## src/rtl/wb_keystream_reader.sv

```systemverilog
// Wishbone classic read initiator: fetches keystream words from a fixed address one at a time
// and forwards each word on a valid/ready stream, with a per-transfer ack timeout.
module wb_keystream_reader #(
    parameter logic [31:0] RD_ADDR = 32'h0000_0000,
    parameter int unsigned TIMEOUT = 255
) (
    input  logic        clk,
    input  logic        reset_n,
    input  logic        start,
    input  logic [15:0] word_count,
    input  logic        abort,
    output logic        busy,
    output logic        done,
    output logic        timeout_err,
    output logic        wbm_cyc_o,
    output logic        wbm_stb_o,
    output logic        wbm_we_o,
    output logic [3:0]  wbm_sel_o,
    output logic [31:0] wbm_adr_o,
    output logic [31:0] wbm_dat_o,
    input  logic        wbm_ack_i,
    input  logic [31:0] wbm_dat_i,
    output logic        m_valid,
    output logic [31:0] m_data,
    input  logic        m_ready
);

    localparam logic [1:0] StIdle = 2'd0;
    localparam logic [1:0] StReq  = 2'd1;
    localparam logic [1:0] StOut  = 2'd2;

    // Timer counts stb cycles from 0, so expiry is detected on the last allowed cycle.
    localparam logic [15:0] TimeoutLast = 16'(TIMEOUT - 1);

    logic [1:0]  state_q, state_d;
    logic [15:0] remaining_q, remaining_d;
    logic [15:0] timer_q, timer_d;
    logic        busy_q, busy_d;
    logic        done_q, done_d;
    logic        terr_q, terr_d;
    logic        cyc_q, cyc_d;
    logic [31:0] adr_q;
    logic        valid_q, valid_d;
    logic [31:0] data_q, data_d;

    always_comb begin
        state_d     = state_q;
        remaining_d = remaining_q;
        timer_d     = timer_q;
        busy_d      = busy_q;
        done_d      = 1'b0;
        terr_d      = terr_q;
        cyc_d       = cyc_q;
        valid_d     = valid_q;
        data_d      = data_q;

        if (abort) begin
            state_d = StIdle;
            cyc_d   = 1'b0;
            valid_d = 1'b0;
            busy_d  = 1'b0;
            timer_d = '0;
        end else begin
            case (state_q)
                StIdle: begin
                    if (start) begin
                        terr_d = 1'b0;
                        if (word_count != 16'd0) begin
                            remaining_d = word_count;
                            timer_d     = '0;
                            busy_d      = 1'b1;
                            cyc_d       = 1'b1;
                            state_d     = StReq;
                        end else begin
                            done_d = 1'b1;
                        end
                    end
                end
                StReq: begin
                    // A same-cycle ack beats timer expiry.
                    if (wbm_ack_i) begin
                        data_d  = wbm_dat_i;
                        valid_d = 1'b1;
                        cyc_d   = 1'b0;
                        state_d = StOut;
                    end else if (timer_q == TimeoutLast) begin
                        cyc_d   = 1'b0;
                        terr_d  = 1'b1;
                        done_d  = 1'b1;
                        busy_d  = 1'b0;
                        timer_d = '0;
                        state_d = StIdle;
                    end else begin
                        timer_d = timer_q + 16'd1;
                    end
                end
                StOut: begin
                    if (m_ready) begin
                        valid_d     = 1'b0;
                        remaining_d = remaining_q - 16'd1;
                        if (remaining_q == 16'd1) begin
                            done_d  = 1'b1;
                            busy_d  = 1'b0;
                            state_d = StIdle;
                        end else begin
                            timer_d = '0;
                            cyc_d   = 1'b1;
                            state_d = StReq;
                        end
                    end
                end
                default: begin
                    state_d = StIdle;
                    cyc_d   = 1'b0;
                    valid_d = 1'b0;
                    busy_d  = 1'b0;
                end
            endcase
        end
    end

    always_ff @(posedge clk or negedge reset_n) begin
        if (!reset_n) begin
            state_q     <= StIdle;
            remaining_q <= '0;
            timer_q     <= '0;
            busy_q      <= 1'b0;
            done_q      <= 1'b0;
            terr_q      <= 1'b0;
            cyc_q       <= 1'b0;
            adr_q       <= '0;
            valid_q     <= 1'b0;
            data_q      <= '0;
        end else begin
            state_q     <= state_d;
            remaining_q <= remaining_d;
            timer_q     <= timer_d;
            busy_q      <= busy_d;
            done_q      <= done_d;
            terr_q      <= terr_d;
            cyc_q       <= cyc_d;
            adr_q       <= cyc_d ? RD_ADDR : 32'h0000_0000;
            valid_q     <= valid_d;
            data_q      <= data_d;
        end
    end

    assign busy        = busy_q;
    assign done        = done_q;
    assign timeout_err = terr_q;
    assign wbm_cyc_o   = cyc_q;
    assign wbm_stb_o   = cyc_q;
    assign wbm_we_o    = 1'b0;
    assign wbm_sel_o   = 4'hF;
    assign wbm_adr_o   = adr_q;
    assign wbm_dat_o   = 32'h0000_0000;
    assign m_valid     = valid_q;
    assign m_data      = data_q;

endmodule

```

## config.mk

```make
export PLATFORM = sky130hd
export DESIGN_NAME = wb_keystream_reader
export DESIGN_NICKNAME = d
export VERILOG_FILES = /design/src/rtl/wb_keystream_reader.sv
export SDC_FILE = /design/constraint.sdc
export NUM_CORES = 1
export LEC_CHECK = 0
export CORE_AREA = 2 2 99 101
export CTS_BUF_LIST = sky130_fd_sc_hd__clkbuf_8
export DETAILED_ROUTE_END_ITERATION = 8
export DIE_AREA = 0 0 101 103
export PLACE_DENSITY_LB_ADDON = 0.1
export REMOVE_ABC_BUFFERS = 1
export SYNTH_ARGS = -nofsm -noshare
export SYNTH_HDL_FRONTEND = slang
export SYNTH_SLANG_ARGS = --single-unit
```

## constraint.sdc

```tcl
create_clock -name clk -period 2.2 [get_ports clk]
set_clock_uncertainty 0.05 [all_clocks]
set_input_delay 0.33 -clock clk [delete_from_list [all_inputs] [get_ports clk]]
set_output_delay 0.33 -clock clk [all_outputs]
set_load 0.01 [all_outputs]
```

==> qor.yml, run 1 <==
finish:
  multi_input_area_mm2: 0.002053
  antenna_cells_inserted: 0
  postLayoutCoreUtil_pct: 57.57
  areaGrowthSynthToFinish_pct: 28.68
  final_cell_area_mm2: 0.005445
  fin_nets: 679
  fill_cells: 876
  drive_gt1_share_pct: 11.66
  seqCellArea_mm2: 0.001777
cts:
  cts_tree: "yes"
  root_buffer: "clkbuf_8"
  path_clk_slew_ns: 0.08
  clkLatencyLatePin_ns: 0.36
  clk_path_buf_depth: 2
  htree_num_levels: 3
  cts_sinks: 71
  numCtsBuffers: 9
logic_synthesis:
  syn_area_per_cell_um2: 8.379
  ys_top_cells_by_count: "nand2_1, buf_4, dfrtp_1, o21ai_0, a21oi_1"
  netlist_area_mm2: 0.004232
  yosysMostFrequentCell: "nand2_1"
  async_reset_ff_share_pct: 100.0
  yosysWarnings: 0
  synth_top_area_share_pct: 41.99
  synth_edf_count: 0
  synth_cells: 505
  yosysSeqAreaShare_pct: 41.99
  yosysTopAreaCell: "dfrtp_1"
  ys_seq_elements: 71
  dominantRegCellSynth: "dfrtp_1"
  ys_top_cells_by_area: "dfrtp_1, buf_4, nand2_1"
  synth_cell_types: 59
critical_path:
  crit_path_end_kind: "flip-flop"
  worst-setup-path-type: "reg2reg"
  cp_data_required_time_ns: 2.37
  critical_path.most_common_cell: "a31oi_1"
  cp_data_arrival_time_ns: 2.30
  crit_path_start_kind: "flip-flop"
  cp_max_fo: 11
  critPathMaxStageDelay_ns: 0.44
  crit_slowest_cell: "dfrtp_1"
  crit_path_cell_trace: "ha_1, nor4b_2, nand4_1, a31oi_1, buf_4, nor2_1, a31oi_1"
pwr:
  switchingPower_w: 0.001350
  clkPwrFrac_pct: 26.1
  intPower_w: 0.002745
  pwr-share-seq_pct: 44.2
  combPwrFrac_pct: 29.7
  p_leak_nw: 2.477
  peakVddDrop_mv: 0.3900
  power_density_mw_per_mm2: 751.9
  switching_share_pct: 32.97
sta:
  worst_pin_slew_ns: 0.5329
  worst_slack_ns: 0.06817
  slew_headroom_pct: 64.34
  whs_ns: 0.4239
  timing.fmax_mhz: 469.1
  fin_crit_sh_pct: 96.90
  rsz0062_at_grt: "true"
  setup_viol: 0
  drv_slew: 0
  hold_viol_final: 0
  layout_min_cycle_time_ns: 2.132
floorplan:
  rows: 36
  die_w_um: 101
  dieArea_mm2: 0.01040
  coreArea_mm2: 0.009459
  start_util_pct: 44.74
  die_y_um: 103
  num_io_pins: 161
drt:
  dr.pass1.iters: 4
  drt_wl_total_mm: 10.75
  postRouteAntennaNets: 0
  wl_per_cell_um: 14.52
  post-route-drc-count: 0
  vias: 3800
  drt_iter0_markers: 170
  vias_per_cell: 5.135
placement:
  dp_hpwl_mm: 7.662
  port_buffers: 91
  place_area_mm2: 0.005213
  gp_congestion: 0.8571
  preCtsSetupSlack_ns: -0.1604
grt:
  grt_usage_pct: 21.01
  grt-ovfl-total: 0
  grt_pass1_wl_mm: 16.95
  antenna_found_initial: 0
  grt_max_degree: 72
  grt_pass1_vias: 3436
flow_run:
  maxCapViolations: 0
run_status:
  status: "completed"
hold_path:
  hp-class: "reg2reg"
through the flow:
| stage | setup TNS (ns) | total power, W | std cells |
|---|---|---|---|
| global placement | -1.464 | 0.003013 | 722 |
| detailed placement | -2.657 | 0.003047 | 722 |
| floorplan | -4.573 | 0.002321 | 480 |
| finish | 0 | 0.004095 | 740 |
| global route | -0.0007605 | 0.004338 | 740 |
| CTS | 0 | 0.004115 | 739 |
final timing paths:
check                                    start         end  slack (ns)  cells past startpoint
worst min register to register      m_data[12]  m_data[12]        0.42                      2
worst max-delay path            remaining_q[0]  timer_q[6]        0.07                      7
worst min-delay path                m_data[12]  m_data[12]        0.42                      2
max in group asynchronous              reset_n     m_valid        1.32                      3
worst max register to register  remaining_q[0]  timer_q[6]        0.07                      7
min in group asynchronous              reset_n  m_data[17]        0.49                      3
critical path, delay by kind of cell, from the launching register on:
family	cells	cell delay, ns
flip-flops	1	0.44
buffers and inverters	1	0.18
AND/OR/NAND/NOR	3	0.78
adder cells (fa/ha/maj)	1	0.27
AO/OA/AOI/OAI	2	0.28
sequential cells by signal, summed over array words and instances, names as in the netlist:
name,cells
m_data,32
remaining_q,16
timer_q,16
state_q,2
busy,1
done,1
m_valid,1
timeout_err,1
wbm_cyc_o,1
power by group through the flow:
stage          Clock (W)  Combinational, W  Sequential (W)
2_1_floorplan          0          0.000427         0.00189
3_3_place_gp           0           0.00120         0.00181
3_5_place_dp           0           0.00122         0.00182
4_1_cts          0.00109           0.00123         0.00180
5_1_grt          0.00114           0.00135         0.00185
6_report         0.00107           0.00122         0.00181
cell usage in the layout (no fill, tap or decap), types with 3 or more instances in the layout:
cell type	count
or3_1	3
clkbuf_8	9
nand2_1	126
nand3_1	18
nand2b_1	3
buf_4	35
o22ai_1	7
o21ai_0	26
nor3b_1	3
clkdlybuf4s50_1	90
inv_1	10
nand4_1	8
dfrtp_1	71
conb_1	69
buf_12	3
nor4_1	7
o31ai_1	8
ha_1	4
a31oi_1	6
a21oi_1	25
nor3_1	10
nor2_1	23
or4_1	4
routing by layer:
layer | track usage [%] | up-vias | part of all wire [%]
met5 | 0 | - | 0
met3 | 4.068 | 17 | 5.4
met1 | 26.23 | 1795 | 44
met2 | 36.00 | 140 | 49
met4 | 8.524 | 0 | 2.3
li1 | - | 1848 | -
layout make-up:
type,count,area share (%)
well taps,114,2.619
multi-input cells,399,37.71
clock buffers,9,2.275
flip-flops and latches,71,32.63
clock inverters,7,1.333
inverters,10,0.6893
repair buffers,130,22.75
cell families (layout without fill, tap and decap cells):
logic type,after synthesis,after routing,share of synthesized area (%)
buffers and inverters,102,156,15.88
other,2,69,0.1775
adder cells (fa/ha/maj),4,4,1.183
AO/OA/AOI/OAI,96,96,14.25
flip-flops,71,71,41.99
AND/OR/NAND/NOR,228,228,26.02
multiplexers,2,2,0.5027
what timing repair did:
action                                  in CTS  in global routing
gates resized for setup                      0                  4
endpoints found under the hold margin       71                  0
hold buffers                                 1                  0
buffers inserted                             0                  1
endpoints found under the setup margin       0                  7
(Power assumes the default switching activity.)
==> run 2: changes to the inputs <==
--- a/config.mk
+++ b/config.mk
@@ -7,6 +7,7 @@
 export LEC_CHECK = 0
 export CORE_AREA = 2 2 99 101
 export CTS_BUF_LIST = sky130_fd_sc_hd__clkbuf_8
+export CTS_CLUSTER_SIZE = 30
 export DETAILED_ROUTE_END_ITERATION = 8
 export DIE_AREA = 0 0 101 103
 export PLACE_DENSITY_LB_ADDON = 0.1
==> constraint.sdc (replaced) <==
create_clock -name clk -period 2.2 [get_ports clk]
set_clock_uncertainty 0.05 [all_clocks]
set_input_delay 0.33 -clock clk [delete_from_list [all_inputs] [get_ports clk]]
set_output_delay 0.33 -clock clk [all_outputs]
set_load 0.1 [all_outputs]
==> qor.yml, run 2 (same netlist as run 1, synthesis figures left out) <==
grt:
  antenna_found_initial: 0
  grt_pass1_vias: 3489
  grt_max_degree: 35
  grt-ovfl-total: 0
  grt_usage_pct: 20.94
  grt_pass1_wl_mm: 17.17
sta:
  rsz0062_at_grt: "false"
  timing.fmax_mhz: 479.4
  slew_headroom_pct: 59.26
  whs_ns: 0.4287
  setup_viol: 0
  hold_viol_final: 0
  layout_min_cycle_time_ns: 2.086
  worst_slack_ns: 0.1142
  fin_crit_sh_pct: 94.81
  worst_pin_slew_ns: 0.6111
  drv_slew: 0
placement:
  dp_hpwl_mm: 7.813
  preCtsSetupSlack_ns: -0.2318
  port_buffers: 91
  place_inst: 724
  gp_congestion: 0.8414
cts:
  clk_path_buf_depth: 2
  root_buffer: "clkbuf_8"
  cts_tree: "yes"
  numCtsBuffers: 9
  htree_num_levels: 3
  path_clk_slew_ns: 0.08
  cts_sinks: 71
  postCtsSetupBuffers: 0
  clkLatencyLatePin_ns: 0.35
floorplan:
  start_util_pct: 44.74
  rows: 36
  dieArea_mm2: 0.01040
  die_y_um: 103
  num_io_pins: 161
  die_w_um: 101
  coreArea_mm2: 0.009459
drt:
  vias_per_cell: 5.128
  wl_per_cell_um: 14.30
  post-route-drc-count: 0
  drt_iter0_markers: 142
  vias: 3800
  drt_wl_total_mm: 10.60
  postRouteAntennaNets: 0
  dr.pass1.iters: 5
finish:
  antenna_cells_inserted: 0
  largest_reg_flops: 32
  layout_common_cells: "nand2_1, buf_4, dfrtp_1"
  fin_cells: 741
  fill_cells: 914
  final_common_cell: "nand2_1"
  drive_gt1_share_pct: 17.54
  areaGrowthSynthToFinish_pct: 25.78
  fin_nets: 680
run_status:
  status: "completed"
critical_path:
  rr_worst_depth: 7
  cp_max_fo: 10
  worst-setup-path-type: "reg2reg"
  crit_path_start_kind: "flip-flop"
  cp_data_required_time_ns: 2.36
  cp_data_arrival_time_ns: 2.25
  crit_path_end_kind: "flip-flop"
pwr:
  p_leak_nw: 2.525
  peakVddDrop_mv: 0.4870
  power_density_mw_per_mm2: 1084
  finalPower_w: 0.005767
flow_run:
  maxCapViolations: 0
hold_path:
  hold_depth: 2
  hp-class: "reg2reg"
run 2: per-stage QoR:
| step | util, % | instance area, um^2 | TNS [ns] |
|---|---|---|---|
| finish | 56.27 | 5323 | 0 |
| detailed placement | 54.13 | 5120 | -4.485 |
| CTS | 56.22 | 5318 | 0 |
| floorplan | - | 3849 | -4.584 |
| global route | 56.27 | 5323 | 0 |
| global placement | 54.13 | 5120 | -2.087 |
run 2: final cells by class:
| type | count | area [um^2] | area share [%] |
|---|---|---|---|
| multi-input combinational | 399 | 2039 | 38.32 |
| sequential | 71 | 1777 | 33.38 |
| timing repair buffer | 131 | 1139 | 21.39 |
| tap | 114 | 142.6 | 2.680 |
| clock buffer | 10 | 137.6 | 2.586 |
| clock inverter | 6 | 50.05 | 0.9403 |
| inverter | 10 | 37.54 | 0.7052 |
run 2: worst max-delay path: stages (launching register included):
cell and delay, ns:
dfrtp_1 0.38, or4_1 0.54, nor4_2 0.24, buf_4 0.26
nor3_2 0.06, buf_4 0.18, a41oi_1 0.19, a31oi_1 0.06
run 2: worst paths after layout:
path / start / end / slack (ns)
worst max-delay path: timer_q[8] / timer_q[15] / 0.11
worst min-delay path: m_data[21] / m_data[21] / 0.43
worst max register to register: timer_q[8] / timer_q[15] / 0.11
worst min register to register: m_data[21] / m_data[21] / 0.43
max in group asynchronous: reset_n / timer_q[7] / 1.01
min in group asynchronous: reset_n / m_data[12] / 0.46
run 2: repair_timing:
| item | CTS | global route |
|---|---|---|
| endpoints found under the hold margin | 24 | 0 |
| setup endpoints to repair | 0 | 6 |
| resized for setup | 0 | 3 |
| hold buffers | 1 | 0 |
run 2: power by group:
part / internal [W] / switching (W) / leakage [nW]
clock network: 0.000454 / 0.000552 / 0.0899
registers: 0.00158 / 0.000229 / 0.899
logic: 0.000563 / 0.00239 / 1.54
run 2: per-layer routing:
metal	wire length, um	part of all wire [%]	vias to the layer above	track usage, %
met5	0	0	-	0
met4	183	1.7	0	8.420
met3	679	6.4	14	3.119
met2	5353	51	147	35.69
met1	4381	41	1794	26.92
li1	-	-	1845	-
